[src/rtl/pokey_pkg.sv]
// Shared POKEY package.
//   Reset values for the cell's write latch (DL) and counter bit (Q), the
//   width of the down-counter chains built from pokey_cell20, and a helper
//   that forms the borrow-out of one cell.
package pokey_pkg;

   localparam logic        DL_RST  = 1'b0;
   localparam logic        Q_RST   = 1'b0;
   localparam int unsigned CHAIN_W = 8;

   // A borrow leaves the cell only for a legal borrow-in (cr=1, ncr=0)
   // while the bit sits at 0, i.e. when it is about to wrap 0 -> 1.
   function automatic logic borrow_out(input logic cr, input logic ncr, input logic q);
      return cr & ~ncr & ~q;
   endfunction

endpackage

[src/rtl/pokey_cell20_if.sv]
// Bus bundle for one pokey_cell20 bit-slice.
//   enn      : one-clk enable pulse (1.79 MHz falling edge)
//   d        : CPU data bit
//   wr       : write strobe (d -> write latch)
//   ld       : load strobe (write latch -> counter bit)
//   cr / ncr : borrow-in, true / complement
//   bor/nbor : borrow-out, true / complement
// master drives the strobes and reads the borrow-out; slave is the cell.
interface pokey_cell20_if;

   logic enn;
   logic d;
   logic wr;
   logic ld;
   logic cr;
   logic ncr;
   logic bor;
   logic nbor;

   modport master (
      output enn, d, wr, ld, cr, ncr,
      input  bor, nbor
   );

   modport slave (
      input  enn, d, wr, ld, cr, ncr,
      output bor, nbor
   );

endinterface

[src/rtl/pokey_en_dff.sv]
// Enabled D flip-flop with asynchronous active-high reset.
//   clk   : clock, rising edge
//   reset : asynchronous, active-high; forces q to RST_VAL
//   en    : capture enable
//   d     : next value
//   q     : registered value
module pokey_en_dff #(
   parameter logic RST_VAL = 1'b0
) (
   input  logic clk,
   input  logic reset,
   input  logic en,
   input  logic d,
   output logic q
);

   // State register: capture d only on enabled edges.
   always_ff @(posedge clk or posedge reset) begin
      if (reset) begin
         q <= RST_VAL;
      end else if (en) begin
         q <= d;
      end else begin
         q <= q;
      end
   end

endmodule

[src/rtl/pokey_cell20.sv]
// One bit-slice of the POKEY down-counter chain.
//   clk   : system clock, all state changes on its rising edge
//   reset : asynchronous, active-high; clears write latch and counter bit
//   bus   : pokey_cell20_if.slave (enn, d, wr, ld, cr, ncr in; bor, nbor out)
// The write latch captures d on wr; the counter bit loads the latch on ld or
// toggles on a legal borrow-in. Every change is qualified by enn.
// Borrow-out is combinational from cr/ncr and the counter bit.
// Optional build macro: CELL20_WR_BYPASS_EN -- when wr and ld coincide, the
// counter bit loads the incoming d directly instead of the old latch value.
module pokey_cell20
   import pokey_pkg::*;
(
   input logic            clk,
   input logic            reset,
   pokey_cell20_if.slave  bus
);

   logic dl_r;
   logic q_r;
   logic dl_next_s;
   logic q_next_s;
   logic bor_s;

   // Next-state selection for the write latch and the counter bit.
   always_comb begin
      dl_next_s = dl_r;
      q_next_s  = q_r;
      if (bus.wr) begin
         dl_next_s = bus.d;
      end else begin
         dl_next_s = dl_r;
      end
      if (bus.ld) begin
`ifdef CELL20_WR_BYPASS_EN
         // Write-through: a same-enable write reaches the counter at once.
         if (bus.wr) begin
            q_next_s = bus.d;
         end else begin
            q_next_s = dl_r;
         end
`else
         // Load uses the latch value from before this edge.
         q_next_s = dl_r;
`endif
      end else if (bus.cr && !bus.ncr) begin
         q_next_s = ~q_r;
      end else begin
         // No borrow, or the illegal cr==ncr combination.
         q_next_s = q_r;
      end
   end

   pokey_en_dff #(.RST_VAL(DL_RST)) u_dl (
      .clk   (clk),
      .reset (reset),
      .en    (bus.enn),
      .d     (dl_next_s),
      .q     (dl_r)
   );

   pokey_en_dff #(.RST_VAL(Q_RST)) u_q (
      .clk   (clk),
      .reset (reset),
      .en    (bus.enn),
      .d     (q_next_s),
      .q     (q_r)
   );

   assign bor_s    = borrow_out(bus.cr, bus.ncr, q_r);
   assign bus.bor  = bor_s;
   assign bus.nbor = ~bor_s;

endmodule

[src/flat_wrapper.sv]
// flat-port wrapper written by rule: the top's interface ports become plain ports
module pokey_cell20_flat import pokey_pkg::*;
  (clk, reset, bus_enn, bus_d, bus_wr, bus_ld, bus_cr, bus_ncr, bus_bor, bus_nbor);
  pokey_cell20_if bus_i ();
  input logic clk;
  input logic reset;
  input wire logic [$bits(bus_i.enn)-1:0] bus_enn;
  input wire logic [$bits(bus_i.d)-1:0] bus_d;
  input wire logic [$bits(bus_i.wr)-1:0] bus_wr;
  input wire logic [$bits(bus_i.ld)-1:0] bus_ld;
  input wire logic [$bits(bus_i.cr)-1:0] bus_cr;
  input wire logic [$bits(bus_i.ncr)-1:0] bus_ncr;
  output wire logic [$bits(bus_i.bor)-1:0] bus_bor;
  output wire logic [$bits(bus_i.nbor)-1:0] bus_nbor;
  assign bus_i.enn = bus_enn;
  assign bus_i.d = bus_d;
  assign bus_i.wr = bus_wr;
  assign bus_i.ld = bus_ld;
  assign bus_i.cr = bus_cr;
  assign bus_i.ncr = bus_ncr;
  assign bus_bor = bus_i.bor;
  assign bus_nbor = bus_i.nbor;
  pokey_cell20 u_core (.clk(clk), .reset(reset), .bus(bus_i));
endmodule
[config.mk]
export PLATFORM = sky130hd
export DESIGN_NAME = pokey_cell20_flat
export DESIGN_NICKNAME = d
export VERILOG_FILES = /design/src/rtl/pokey_pkg.sv /design/src/rtl/pokey_cell20_if.sv /design/src/rtl/pokey_en_dff.sv /design/src/rtl/pokey_cell20.sv /design/src/flat_wrapper.sv
export SDC_FILE = /design/constraint.sdc
export NUM_CORES = 1
export LEC_CHECK = 0
export ABC_CLOCK_PERIOD_IN_PS = 1100
export CAP_MARGIN = 20
export CORE_AREA = 2 2 39 41
export CTS_BUF_LIST = sky130_fd_sc_hd__clkbuf_4 sky130_fd_sc_hd__clkbuf_8
export CTS_CLUSTER_DIAMETER = 60
export DETAILED_ROUTE_END_ITERATION = 10
export DIE_AREA = 0 0 41 43
export REMOVE_ABC_BUFFERS = 1
export SYNTH_ARGS = -nofsm -noshare
export SYNTH_HDL_FRONTEND = slang
export SYNTH_SLANG_ARGS = --single-unit
[constraint.sdc]
create_clock -name clk -period 1.1 [get_ports clk]
set_input_delay 0.11 -clock clk [delete_from_list [all_inputs] [get_ports clk]]
set_output_delay 0.11 -clock clk [all_outputs]
set_load 0.03 [all_outputs]
# Word-level counts from Yosys, hierarchy flattened
# Cells that the tools add are included.
# classes
n_reduce_logical,5
n_bitwise,5
mux,2
# op_table
operator,n
AND reduction 2 bit,2
inverter 1 bit,3
bitwise AND 1 bit,2
2-to-1 mux 1 bit,2
nonzero test 2 bit,1
logical AND 1 bit,1
logical NOT 1 bit,1
# totals
ff_bits,2
input_bits,8
elab_cells,14
out_inout_bits,2

# Logic depth before layout (Yosys ltp)
# Gate-level depths: netlist (run 1).
# logic_depth
depth_word,4
depth_mapped,3
depth_no_buf,3

# By module
# A second synthesis (run 1) with hierarchy kept.
# unflattened
cells_unflattened,15
area_unflattened_um2,148.9
# by_module_without_submodules
mod,instances,cells_per_inst,area_each_um2,seq_area_each_um2
pokey_en_dff,2,3,43.8,25.0
pokey_cell20,1,9,61.3,0.0

# Worst setup path after synthesis (run 1)
# Ideal clock, no wire load.
# synth_path
path_kind,register to output
startpoint,register u_core.u_q.q
endpoint,output port bus_nbor
path_slack_ns,0.173
stages_incl_launch_ff,3
n_path_buf,0
t_required_ns,0.990
arrival_ns,0.817
cell_sequence,dfrtp_1 -> nor2b_4 -> inv_1
# synth_via
elab_chain_len,3
# synth_rtl
element,line_no,source
start: declaration,pokey_en_dff.sv:14,output logic q
start signal: assignment,pokey_en_dff.sv:24,q <= q;
inverter 1 bit,pokey_pkg.sv:14,return cr & ~ncr & ~q;
bitwise AND 1 bit,pokey_pkg.sv:14,
via bus_bor,flat_wrapper.sv:13,output wire logic [$bits(bus_i.bor)-1:0] bus_bor;
inverter 1 bit,pokey_cell20.sv:71,assign bus.nbor = ~bor_s;
end: declaration,flat_wrapper.sv:14,output wire logic [$bits(bus_i.nbor)-1:0] bus_nbor;
# The timed path passes the listed nets, and every way through them passes these cells.

# Worst setup path after layout (run 1)
# layout_path
startpoint,register u_core.u_q.q
endpoint,output port bus_nbor
# layout_via
elab_chain_len,3
# layout_rtl
element,line_no
inverter 1 bit,pokey_pkg.sv:14
bitwise AND 1 bit,pokey_pkg.sv:14
inverter 1 bit,pokey_cell20.sv:71
# Every way passes these cells.

==> results of run 1 <==
==> per-layer routing <==
layer | global-route usage, % | vias to the layer above
li1 | - | 65
met1 | 2.88 | 52
met2 | 4.06 | 8
met3 | 3.14 | 0
met4 | 8.00 | 0
met5 | 0 | -
==> per-stage QoR <==
| stage | hold slack, ns | cell area [um^2] | std cells |
|---|---|---|---|
| floorplan | -0.149 | 129 | 12 |
| global placement | 0.277 | 234 | 37 |
| detailed placement | 0.279 | 234 | 37 |
| CTS | 0.0373 | 262 | 40 |
| global route | 0.0509 | 262 | 40 |
| finish | 0.0410 | 262 | 40 |
==> worst max path at each step <==
stage                                   from                       end  slack, ns
finish              u_core.u_q.q$_DFFE_PP0P_                  bus_nbor       0.05
floorplan           u_core.u_q.q$_DFFE_PP0P_                  bus_nbor       0.17
global route        u_core.u_q.q$_DFFE_PP0P_                  bus_nbor     -0.001
global placement                      bus_cr  u_core.u_q.q$_DFFE_PP0P_      -0.13
detailed placement                    bus_cr  u_core.u_q.q$_DFFE_PP0P_      -0.14
CTS                 u_core.u_q.q$_DFFE_PP0P_                  bus_nbor       0.04
==> power groups by stage <==
stage	clock network (mW)	logic (mW)	registers, mW
floorplan	0	0.0421	0.0955
global placement	0	0.0818	0.0964
detailed placement	0	0.0819	0.0964
CTS	0.174	0.0850	0.0956
global route	0.184	0.0899	0.0970
finish	0.161	0.0832	0.0956
==> critical path: cells and delay by family, from the launching register on <==
kind          cells  cell delay [ns]
simple gates      1             0.15
buf+inv           2             0.17
flops             1             0.39
==> Yosys cell counts <==
cell     number  share of area [%]
and3_1        1                4.9
mux2_2        1                8.7
dfrtp_1       2                 39
nor2b_4       2                 21
o21ai_1       1                3.9
nand2_1       1                2.9
inv_1         2                5.8
and2b_1       1                5.8
a221o_1       1                7.8
==> flip-flops by register name, summed over array words and instances (netlist names) <==
register       cells
u_core.u_dl.q      1
u_core.u_q.q       1
==> layout make-up <==
| cell class | count | area, um^2 | area share [%] |
|---|---|---|---|
| clock buffer | 3 | 22.5 | 8.61 |
| inverter | 2 | 7.51 | 2.87 |
| timing repair buffer | 9 | 90.1 | 34.4 |
| sequential | 2 | 50.0 | 19.1 |
| multi-input combinational | 8 | 71.3 | 27.3 |
| tap | 16 | 20.0 | 7.66 |
==> logic make-up (layout without fill, tap and decap cells) <==
group                  after synthesis  count (layout)  share of synthesized area [%]
AOI/OAI and AO/OA                    2               2                           11.6
buffers and inverters                2              14                           5.83
DFF                                  2               2                           38.8
muxes                                1               1                           8.74
and+or+nand+nor                      5               5                           35.0
==> repair_timing <==
| item | CTS | global route |
|---|---|---|
| setup buffers | 0 | 0 |
| hold buffers | 0 | 0 |
| setup endpoints to repair | 2 | 1 |
| gates resized for setup | 5 | 0 |
==> key figures, run 1 <==
STA
  – Total negative slack: 0 ns
  – Slew HR: 91.8%
  – Period minus WS final: 1.05 ns
  – Crit share post-route: 95.1%
  – RSZ-0062 raised after global routing: yes
  – Fin. max-slew vios: 0
  – Fmax: 0.956 GHz
  – # setup viols final: 0
  – Endpoints failing hold: 0
  – Worst Tran Pin Value: 0.124 ns
  – Final worst slack: 0.0540 ns
  – Clock skew: 0.0000547 ns

Place
  – Dpl ws: -0.145 ns
  – IO Port Bufs: 9
  – RD Place Congestion: 0.543

Power and ir drop
  – Worst vdd ir: 0.246 mV
  – Leakage: 0.121 nW
  – Pwr dens: 1300 nW/um^2
  – P_sw: 0.0810 mW
  – Logic pwr share: 24.5%
  – Internal power: 0.258 mW
  – Clock share of power: 47.3%
  – Flop pwr share: 28.2%
  – Switching Share: 23.9%
  – Final Total Pwr: 0.339 mW

Global route
  – Number of global-route vias before repair: 123
  – Global route total overflow: 0
  – Antenna violations before repair: 0
  – Total Routing Usage GR: 4.01%
  – Largest net degree at the start of global routing: 5
  – First-pass GRT wire length: 379 um

CTS
  – Number of H-tree levels: 1
  – Clock transition at path regs: 0.03 ns
  – CTS Buffer Depth: 2
  – Clock Sinks: 2
  – Root Buffer Master: clkbuf_4
  – TritonCTS clock tree: built
  – CTS buffer count: 3
  – Clk_lat worst skew: 0.22 ns

Floorplanning
  – Die H: 43 um
  – Starting Density: 9.31%
  – DIE AREA: 1760 um^2
  – FP Rows: 14
  – Placeable core area: 1380 um^2
  – IO Pins: 10
  – Die Width: 41 um

Route
  – Metal2 WL: 126 um
  – Vias per cell: 3.13
  – Highest routed metal layer: met3
  – Routed vias: 125
  – Final wirelength: 279 um
  – Met1 WL: 105 um
  – Avg WL per Cell: 6.98 um
  – Post-route antenna net violation count: 0
  – Detail Route met3 WL: 47 um
  – Initial DRC count: 1
  – Drt pass-1 iters: 2
  – DRC: 0

Critical path
  – Crit end category: output port
  – Critical-path top delay cell: dfrtp_1
  – Critical path class: reg2out
  – Reg2reg end: u_core.u_q.q$_DFFE_PP0P_
  – CP peak stage delay: 0.39 ns
  – CP Data Arrival Time: 0.94 ns
  – Max FO, Critical Path: 3
  – Worst Path Required: 0.99 ns
  – CP startpoint kind: register
  – Worst r2r path cells: 2
  – Crit-path cells: nor2b_4 > inv_2 > buf_6
  – Crit Reg-Reg Startpoint: u_core.u_dl.q$_DFFE_PP0P_
  – R2r setup slk: 0.23 ns

Run status
  – Outcome: finished clean

Layout
  – Area Overhead vs Synth: 103%
  – Fin nets: 34
  – Most frequent cells in the layout: 5 x clkdlybuf4s50_1, 3 x clkbuf_4
  – # diodes: 0
  – Fillers: 151
  – Commonest non-fill, non-tap cell in the layout: clkdlybuf4s50_1
  – Layout cells sized above 1: 37.5%
  – Final core occ: 18.9%

Logic synthesis
  – Mean post-synth cell area: 10.7 um^2
  – Sequential area share after synthesis: 38.8%
  – Yosys warning count: 0
  – Mapped Area: 129 um^2
  – #FFs+latches synth: 2
  – Cells after Synth: 12
  – Distinct cells, synth: 9

Flow run
  – # Max-Cap Violations: 0

Hold path
  – Min-Delay Path Class: in2async
Note: power is estimated with default switching activity, not from simulation.
==> inputs of run 2 (changes only) <==
--- a/config.mk
+++ b/config.mk
@@ -6,7 +6,6 @@
 export NUM_CORES = 1
 export LEC_CHECK = 0
 export ABC_CLOCK_PERIOD_IN_PS = 1100
-export CAP_MARGIN = 20
 export CORE_AREA = 2 2 39 41
 export CTS_BUF_LIST = sky130_fd_sc_hd__clkbuf_4 sky130_fd_sc_hd__clkbuf_8
 export CTS_CLUSTER_DIAMETER = 60
==> results of run 2 <==
Same layout as run 1: the final DEF is identical, and so are final timing and power.
==> inputs of run 3 (changes only) <==
--- a/config.mk
+++ b/config.mk
@@ -11,7 +11,9 @@
 export CTS_CLUSTER_DIAMETER = 60
 export DETAILED_ROUTE_END_ITERATION = 10
 export DIE_AREA = 0 0 41 43
+export PLACE_DENSITY = 0.35
 export REMOVE_ABC_BUFFERS = 1
 export SYNTH_ARGS = -nofsm -noshare
 export SYNTH_HDL_FRONTEND = slang
 export SYNTH_SLANG_ARGS = --single-unit
+export TNS_END_PERCENT = 20
==> key figures, run 3 (synthesized netlist as in run 1, its figures left out) <==
Route
  – Vias per cell: 3.24 (+3.6%)
  – DRC: 0 (unchanged)
  – Avg WL per Cell: 8.62 um (+24%)
  – Routed vias: 136 (+8.8%)
  – Drt pass-1 iters: 4 (+2)
  – Post-route antenna net violation count: 0 (unchanged)
  – Final wirelength: 362 um (+30%)
  – Initial DRC count: 3 (+2)

CTS
  – Root Buffer Master: clkbuf_4
  – Clk_lat worst skew: 0.22 ns (about the same)
  – Clock Sinks: 2 (unchanged)
  – Hold buffers post-CTS: 0 (unchanged)
  – CTS buffer count: 3 (unchanged)
  – Clock transition at path regs: 0.03 ns (about the same)
  – TritonCTS clock tree: built
  – CTS Buffer Depth: 2 (unchanged)
  – Number of H-tree levels: 1 (unchanged)

STA
  – Fmax: 0.932 GHz (-2.5%)
  – Fin. max-slew vios: 0 (unchanged)
  – Endpoints failing hold: 0 (unchanged)
  – Period minus WS final: 1.07 ns (+0.0270 ns)
  – RSZ-0062 raised after global routing: yes
  – # setup viols final: 0 (unchanged)
  – Crit share post-route: 97.5% (+2.5 points)
  – Slew HR: 90.9% (-0.86 points)
  – Clock skew: 0.00312 ns (+0.00307 ns)
  – Worst Tran Pin Value: 0.136 ns (+0.0126 ns)

Power and ir drop
  – Final Total Pwr: 0.354 mW (+4.3%)
  – Leakage: 0.131 nW (+8.4%)
  – Worst vdd ir: 0.698 mV (+180%)
  – Pwr dens: 1280 nW/um^2 (-1.4%)

Hold path
  – Min-Delay Path Class: in2async

Global route
  – M3 GR Usage: 6.81% (+3.7 points)
  – Total Routing Usage GR: 6.03% (+2.0 points)
  – Global route hottest layer: met1
  – Global route total overflow: 0 (unchanged)
  – Met2 Use GR: 4.69% (+0.62 points)
  – First-pass GRT wire length: 621 um (+64%)
  – Largest net degree at the start of global routing: 5 (unchanged)
  – GR Layer Usage met1: 8.39% (+5.5 points)
  – Number of global-route vias before repair: 143 (+16%)
  – Antenna violations before repair: 0 (unchanged)

Floorplanning
  – Placeable core area: 1380 um^2 (unchanged)
  – IO Pins: 10 (unchanged)
  – DIE AREA: 1760 um^2 (unchanged)
  – Starting Density: 9.31% (unchanged)
  – Die Width: 41 um (unchanged)
  – Die H: 43 um (unchanged)
  – FP Rows: 14 (unchanged)

Layout
  – Commonest non-fill, non-tap cell in the layout: clkdlybuf4s50_1
  – Sequential cell area: 50.0 um^2 (unchanged)
  – Layout cells sized above 1: 42.3% (+4.8 points)
  – Area Overhead vs Synth: 115%
  – Area of the multi-input gates: 71.3 um^2 (unchanged)
  – Post-route cell area: 277 um^2 (+5.7%)
  – Most frequent cells in the layout: 5 x clkdlybuf4s50_1, 3 x clkbuf_4
  – # diodes: 0 (unchanged)
  – Fin nets: 36 (+5.9%)
  – Fillers: 151 (unchanged)
  – Leading registers by flop count: u_core.u_dl.q: 1 flops, u_core.u_q.q: 1 flops

Place
  – IO Port Bufs: 9 (unchanged)
  – DP Area: 234 um^2 (unchanged)
  – RD Place Congestion: 0.600 (+10%)

Critical path
  – CP startpoint kind: register
  – Crit end category: output port
  – Worst Path Required: 0.99 ns (about the same)
  – CP Data Arrival Time: 0.96 ns (+0.02 ns)
  – Critical path class: reg2out
  – Max FO, Critical Path: 3 (unchanged)

Flow run
  – # Max-Cap Violations: 0 (unchanged)

Run status
  – Outcome: finished clean
## run 3: cell types whose count changed in the layout (fill, tap and decap cells not counted)
cell | previous run | this run
buf_4 | 0 | 2
## run 3: metrics by stage
stage               hold WS, ns  instances  TNS [ns]  util (%)  setup slack (ns)
global route             0.0577         42   -0.0202      20.0           -0.0202
CTS                      0.0484         41         0      19.4            0.0207
floorplan                -0.149         12         0         -             0.173
detailed placement        0.280         37    -0.313      16.9            -0.132
finish                   0.0490         42         0      20.0            0.0270
global placement          0.281         37    -0.285      16.9            -0.124
## run 3: worst max-delay path, cell delays in order, from the launching register on
cell	delay [ns]
dfrtp_1	0.39
nor2b_4	0.17
inv_2	0.05
buf_6	0.13
## run 3: path summary, 6_finish.rpt
path | endpoint | cells after the start | startpoint | slack [ns]
min in group clk | u_core.u_dl.q$_DFFE_PP0P_ | 1 | u_core.u_dl.q$_DFFE_PP0P_ | 0.49
worst max-delay path | bus_nbor | 3 | u_core.u_q.q$_DFFE_PP0P_ | 0.03
max in group asynchronous | u_core.u_dl.q$_DFFE_PP0P_ | 2 | reset | 0.94
worst max register to register | u_core.u_q.q$_DFFE_PP0P_ | 2 | u_core.u_q.q$_DFFE_PP0P_ | 0.15
worst min register to register | u_core.u_dl.q$_DFFE_PP0P_ | 1 | u_core.u_dl.q$_DFFE_PP0P_ | 0.49
worst min-delay path | u_core.u_q.q$_DFFE_PP0P_ | 2 | reset | 0.05
## run 3: final cells by class
cell class | instances | area share, %
Timing Repair Buffer | 11 | 38.0
Multi-Input combinational cell | 8 | 25.8
Sequential cell | 2 | 18.1
Clock buffer | 3 | 8.14
Tap cell | 16 | 7.24
Inverter | 2 | 2.71
## run 3: routing by layer
metal	vias to the layer above	part of all wire (%)
met4	0	0
li1	68	-
met3	0	22
met2	12	23
met1	56	54
met5	-	0
## run 3: where the power goes
part	internal (mW)	switching, mW	leakage, nW	total [mW]
clock network	0.120	0.0396	0.0138	0.160
logic	0.0616	0.0366	0.0932	0.0981
registers	0.0868	0.00914	0.0241	0.0959
total	0.268	0.0854	0.131	0.354
## run 3: timing repair
item	in CTS	in global routing
setup endpoints to repair	2	1
setup buffers	1	1
resized for setup	5	0
